File: src/rtl/serv_irq_sched.sv
// serv_irq_sched: masks and prioritises MEI/MSI/MTI, requests a trap, then streams mcause serially W bits per beat.
module serv_irq_sched #(
  parameter int W           = 1,
  parameter int SYNC_STAGES = 2,
  parameter int EDGE_MODE   = 1
) (
  input  logic         i_clk,
  input  logic         i_rst_n,
  input  logic         i_meip,
  input  logic         i_msip,
  input  logic         i_mtip,
  input  logic         i_mstatus_mie,
  input  logic [2:0]   i_mie,
  input  logic         i_trig_irq,
  input  logic         i_cnt_en,
  input  logic         i_cnt_done,
  output logic         o_irq_req,
  output logic         o_irq_taken,
  output logic [3:0]   o_cause_code,
  output logic [W-1:0] o_mcause,
  output logic         o_busy
);
  localparam int KW = (W == 4) ? 3 : 5;
  typedef enum logic {IDLE, TRAP} state_t;
  state_t                 r_state;
  logic [SYNC_STAGES-1:0] r_sync;
  logic [2:0]             r_armed;
  logic [3:0]             r_cand;
  logic [KW-1:0]          r_k;
  logic [2:0]             w_raw, w_pend, w_take;
  logic                   w_elig, w_accept;
  logic [3:0]             w_code;
  logic [31:0]            w_word;
  assign w_raw    = {r_sync[SYNC_STAGES-1], i_msip, i_mtip};
  assign w_pend   = w_raw & i_mie & r_armed;
  assign w_elig   = |w_pend & i_mstatus_mie;
  assign w_code   = w_pend[2] ? 4'd11 : w_pend[1] ? 4'd3 : 4'd7;
  // the source to disarm is recovered from the registered candidate, so it matches the code actually taken
  assign w_take   = (r_cand == 4'd11) ? 3'b100 : (r_cand == 4'd3) ? 3'b010 : 3'b001;
  assign w_accept = (r_state == IDLE) && i_trig_irq && o_irq_req;
  assign w_word   = {1'b1, 27'b0, o_cause_code};
  assign o_mcause = o_busy ? w_word[32'(r_k) * W +: W] : '0;
  always_ff @(posedge i_clk or negedge i_rst_n) begin
    if (!i_rst_n) begin
      r_state      <= IDLE;
      r_sync       <= '0;
      r_armed      <= 3'b111;
      r_cand       <= '0;
      r_k          <= '0;
      o_irq_req    <= 1'b0;
      o_irq_taken  <= 1'b0;
      o_cause_code <= '0;
      o_busy       <= 1'b0;
    end else begin
      r_sync      <= {r_sync[SYNC_STAGES-2:0], i_meip};
      o_irq_taken <= 1'b0;
      r_armed     <= (EDGE_MODE != 0) ? ((r_armed & ~(w_accept ? w_take : 3'b000)) | ~w_raw) : 3'b111;
      if (r_state == IDLE) begin
        o_irq_req <= w_elig;
        r_cand    <= w_code;
        if (w_accept) begin
          o_cause_code <= r_cand;
          o_irq_taken  <= 1'b1;
          o_irq_req    <= 1'b0;
          r_k          <= '0;
          o_busy       <= 1'b1;
          r_state      <= TRAP;
        end
      end else begin
        o_irq_req <= 1'b0;
        if (i_cnt_en) begin
          r_k <= r_k + KW'(1);
          if (i_cnt_done) begin
            o_busy  <= 1'b0;
            r_state <= IDLE;
          end
        end
      end
    end
  end
endmodule

File: config.mk
export PLATFORM = sky130hd
export DESIGN_NAME = serv_irq_sched
export DESIGN_NICKNAME = d
export VERILOG_FILES = /design/src/rtl/serv_irq_sched.sv
export SDC_FILE = /design/constraint.sdc
export NUM_CORES = 1
export LEC_CHECK = 0
export CORE_UTILIZATION = 35
export DETAILED_ROUTE_END_ITERATION = 10
export GPL_TIMING_DRIVEN = 0
export SYNTH_ARGS = -nofsm -noshare
export SYNTH_HDL_FRONTEND = slang
export SYNTH_SLANG_ARGS = --single-unit
File: constraint.sdc
create_clock -name i_clk -period 3.55 [get_ports i_clk]
set_input_delay 0.71 -clock i_clk [delete_from_list [all_inputs] [get_ports i_clk]]
set_output_delay 0.71 -clock i_clk [all_outputs]
set_load 0.03 [all_outputs]
# == Word-level counts from Yosys, hierarchy flattened ==
# Index checks and enable logic that the tools add are counted.
# op_classes
add_sub_neg,1
eq_ne,4
shift,1
mux,20
bitwise_logic,8
n_reduce_logical,7
# ops
operator,n
32-bit by 6-bit variable part select with 1-bit output,1
5-bit two-way mux,3
1-bit two-way mux,12
3-bit bitwise AND,3
3-bit two-way mux,3
3-bit NOT,2
5-bit by 1-bit adder with 5-bit output (second input constant),1
4-bit by 2-bit == test with 1-bit output (second input constant),1
4-bit == test (second input constant),1
4-bit two-way mux,1
2-bit != test (second input constant),2
2-bit AND reduction,2
3-bit OR,1
3-bit AND reduction,1
3-bit OR reduction,1
1-bit logical AND,2
2-bit two-way mux,1
2-bit nonzero test,1
1-bit bitwise AND,1
1-bit NOT,1
# totals
ff_bits,22
out_inout_bits,8
elab_cells,50

# == Depth between registers and ports, before layout ==
# Gate-level depths: netlist of run 1.
# depth
ltp_word,7
depth_mapped,5
mapped_depth_nobuf,4

# == Worst setup path before layout of run 1 ==
# Ideal clock, no wire load.
# synth_path
path_kind,register to output
start,reg o_busy
end,out o_mcause
arrival_ps,1394
required_ps,2840
setup_slack_ps,1446
stages_incl_launch_ff,4
path_buffers,0
path_cell_list,dfrtp_1 or4b_1 a211oi_1 a41o_2
# synth_via
elab_chain_cells,1
# synth_rtl
element,line,source
start: declaration,21,output logic o_busy
start signal: assignment,53,o_busy <= 1'b0;
start signal: assignment,66,o_busy <= 1'b1;
start signal: assignment,74,o_busy <= 1'b0;
1-bit two-way mux,42,assign o_mcause = o_busy ? w_word[32'(r_k) * W +: W] : '0;
end: declaration,20,"output logic [W-1:0] o_mcause,"
# Every way passes these cells.

# == Worst setup path in the final report of run 1 ==
# layout_path
start,reg r_k[2]
end,out o_mcause
# layout_via
elab_chain_cells,2
# layout_rtl
element,line,source
start: declaration,29,logic [KW-1:0] r_k;
start signal: assignment,72,r_k <= r_k + KW'(1);
32-bit by 6-bit variable part select with 1-bit output,42,
1-bit two-way mux,42,
# Every way passes these cells.

==> results.sh, run 1 <==
export IMPL_post_route_util_pct=50.1
export IMPL_clock_root_buffer="clkbuf_4"
export IMPL_synth_simple_area_share_pct=18.4
export IMPL_row_count=17
export IMPL_path_class="reg2out"
export IMPL_setup_violations=0
export IMPL_path_clk_slew_ps=100
export IMPL_start_kind="register"
export IMPL_p_sw_mw=0.300
export IMPL_synth_adder_area_share_pct=2.94
export IMPL_worstPathRequired_ps=2840
export IMPL_slew_violations=0
export IMPL_cts_setup_buffers=0
export IMPL_dr_pass1_iters=2
export IMPL_synthTopCellsByArea="dfrtp_1, dfstp_2, nand2_1"
export IMPL_fillers=229
export IMPL_syn_inst=76
export IMPL_path_max_fanout=5
export IMPL_placedCellCount=123
export IMPL_portBuffers=19
export IMPL_synth_nets=90
export IMPL_fmax_mhz=335
export IMPL_hold_buffers=0
export IMPL_diodes=0
export IMPL_clk_latency_ps=300
export IMPL_areaGrowthSynthToFinish_pct=32.6
export IMPL_switching_share_pct=34.9
export IMPL_max_vdd_ir_drop_mv=0.380
export IMPL_rrSetupSlack_ps=2210
export IMPL_fin_nets=114
export IMPL_timing_worst_slew_pin_value_ps=859
export IMPL_fin_area_um2=1130
export IMPL_powerDensity_nw_per_um2=762
export IMPL_overflow=0
export IMPL_routedWlPerCell_um=11.5
export IMPL_fin_tns_setup_ps=0
export IMPL_finalCritPeriodShare_pct=84.1
export IMPL_die_area_um2=2630
export IMPL_cts_resized=0
export IMPL_clockBufferDepth=2
export IMPL_finalHoldViolCount=0
export IMPL_synth_top_area_share_pct=50.0
export IMPL_regArea_um2=504
export IMPL_cts_tree="done"
export IMPL_grt_pass1_vias=553
export IMPL_fin_worst_skew_ps=13.9
export IMPL_drt_iter0_drc=5
export IMPL_start_util_pct=37.7
export IMPL_grt_first_pass_wirelength_um=2500
export IMPL_grtUsageTotal_pct=13.4
export IMPL_dp_slack_ps=900
export IMPL_p_leak_nw=0.537
export IMPL_maxCapViolations=0
export IMPL_drcViolationCount=0
export IMPL_die_h_um=51.3
export IMPL_synth_compound_area_share_pct=9.71
export IMPL_yosysSeqAreaShare_pct=59.3
export IMPL_ys_flop_type="dfrtp_1"
export IMPL_clockPowerShare_pct=21.4
export IMPL_slew_headroom_pct=42.5
export IMPL_synth_edff_count=0
export IMPL_synth_seq_cells=20
export IMPL_synth_most_common_cell="dfrtp_1"
export IMPL_fp_dieW_um=51.3
export IMPL_drt_wl_total_um=1460
export IMPL_hpwlAfterDp_um=1100
export IMPL_via_per_inst=4.83
export IMPL_design_core_area_um2=2250
export IMPL_syn_mean_instance_area_um2=11.2
export IMPL_p_comb_share_pct=36.9
export IMPL_htreeDepth=1
export IMPL_crit_arrival_ps=2270
export IMPL_netlist_top_cells_count="dfrtp_1, nand2_1, nand3_1, o21ai_0"
export IMPL_synthMuxAreaShare_pct=6.18
export IMPL_multi_input_area_um2=317
export IMPL_rsz0062_at_grt="no"
export IMPL_num_io_pins=20
export IMPL_hold_class="reg2reg"
export IMPL_place_area_um2=1080
export IMPL_synth_xor_area_share_pct=0
export IMPL_yosysWarnings=0
export IMPL_status="complete, no violations"
export IMPL_ant_nets=0
export IMPL_synth_top_family_by_area="simple AND/OR/NAND/NOR gates"
export IMPL_final_cells=127
export IMPL_cts_buffers=3
export IMPL_min_period_ps=2980
export IMPL_clock_sinks=20
export IMPL_crit_path_end_kind="output pin"
export IMPL_seq_power_share_pct=41.7
export IMPL_netlist_area_um2=851
export IMPL_intPower_mw=0.560
export IMPL_grt_start_max_net_pins=21
export IMPL_vias=613
export IMPL_antenna_found_initial=0
export IMPL_synth_top_cell_by_area="dfrtp_1"
export IMPL_drive_gt1_share_pct=15.2
export IMPL_gp_congestion=0.784
export IMPL_fin_ws_ps=566
export IMPL_async_flop_share_pct=100
export IMPL_ys_types=25
-- final timing paths --
kind                            from         end  cells past startpoint
setup / recovery              r_k[2]    o_mcause                      4
hold / removal             r_sync[0]   r_sync[1]                      0
setup reg to reg             r_state  r_armed[1]                      5
hold reg to reg            r_sync[0]   r_sync[1]                      0
max in group asynchronous    i_rst_n      r_k[1]                      1
min in group asynchronous    i_rst_n   r_cand[1]                      1
-- cells in the final DEF, fill, tap and decap left out, types with 2 or more instances in the layout --
cell type and n:
a21oi_1 2, inv_1 2, dfrtp_1 17, mux2_2 2
buf_2 2, nand2_1 16, clkbuf_4 3, nand3_1 6
clkdlybuf4s50_1 19, o21ai_0 6, ha_1 2, nand4_1 2
dfstp_2 3, mux2i_1 3
-- sequential cells by signal, summed over array words and instances, names as in the netlist --
| name | flops |
|---|---|
| r_cand | 3 |
| o_busy | 1 |
| o_irq_req | 1 |
| o_cause_code | 3 |
| r_sync | 2 |
| r_k | 5 |
| r_state | 1 |
| r_armed | 3 |
| o_irq_taken | 1 |
-- stage by stage --
stage               hold WS (ps)  total power, mW
finish                       381            0.860
global route                 399            0.915
CTS                          380            0.868
detailed placement           340            0.683
global placement             335            0.680
floorplan                    331            0.558
-- logic make-up after synthesis --
kind of cell / Yosys count
adders and majority gates: 2
and+or+nand+nor: 30
muxes: 5
AOI/OAI and AO/OA: 13
buffers and inverters: 6
DFF: 20
-- layer usage --
layer | vias up | part of all wire [%] | routed length (um) | global-route usage [%]
met1 | 287 | 51 | 748 | 17.0
met3 | 2 | 4.0 | 59 | 2.68
li1 | 311 | - | - | -
met2 | 13 | 44 | 643 | 21.1
met4 | 0 | 0.68 | 10 | 8.11
met5 | - | 0 | 0 | 0
-- power by group through the flow --
stage / clock network, mW / logic (mW) / registers [mW]
after floorplan: 0 / 0.162 / 0.396
after global placement: 0 / 0.318 / 0.362
after detailed placement: 0 / 0.319 / 0.364
after CTS: 0.188 / 0.320 / 0.359
after global routing: 0.199 / 0.346 / 0.370
final: 0.184 / 0.317 / 0.358
-- area by class of cell --
class / count / share of cell area [%]
sequential: 20 / 44.7
tap: 28 / 3.10
inverter: 2 / 0.665
buffer: 4 / 2.00
multi-input combinational: 50 / 28.0
timing repair buffer: 19 / 16.9
clock inverter: 1 / 2.66
clock buffer: 3 / 2.00
-- worst max-delay path, stage by stage (launching register included) --
cell             delay [ps]
dfrtp_1                 430
or4b_1                  530
a211oi_1                240
a41o_2                  130
clkdlybuf4s50_1         660
Power figures use the tool's default switching activity.
==> run 2: changes to the inputs <==
==> constraint.sdc (replaced) <==
create_clock -name i_clk -period 3.1 [get_ports i_clk]
set_input_delay 0.62 -clock i_clk [delete_from_list [all_inputs] [get_ports i_clk]]
set_output_delay 0.62 -clock i_clk [all_outputs]
set_load 0.03 [all_outputs]
==> results of run 2 <==
Same layout as run 1 (identical final DEF). Status: complete, no violations.
Among the figures that moved: setup slack after placement 900 ps -> 540 ps; setup slack after layout 566 ps -> 206 ps; register-to-register setup slack 2210 ps -> 1760 ps; total power 0.860 mW -> 0.984 mW; worst IR drop on VDD 0.380 mV -> 0.435 mV
==> run 3: changes to the inputs <==
--- a/config.mk
+++ b/config.mk
@@ -8,6 +8,8 @@
 export CORE_UTILIZATION = 35
 export DETAILED_ROUTE_END_ITERATION = 10
 export GPL_TIMING_DRIVEN = 0
+export HOLD_SLACK_MARGIN = 0.05
+export MAX_ROUTING_LAYER = met4
 export SYNTH_ARGS = -nofsm -noshare
 export SYNTH_HDL_FRONTEND = slang
 export SYNTH_SLANG_ARGS = --single-unit
==> results of run 3 <==
Same layout as run 1 (identical final DEF). Status: complete, no violations.
Among the figures that moved: final weighted congestion in routability-driven placement 0.784 -> 0.794; setup slack after placement 900 ps -> 540 ps; overall routing resource usage 13.4% -> 13.8%; setup slack after layout 566 ps -> 206 ps; register-to-register setup slack 2210 ps -> 1760 ps; total power 0.860 mW -> 0.984 mW; worst IR drop on VDD 0.380 mV -> 0.435 mV
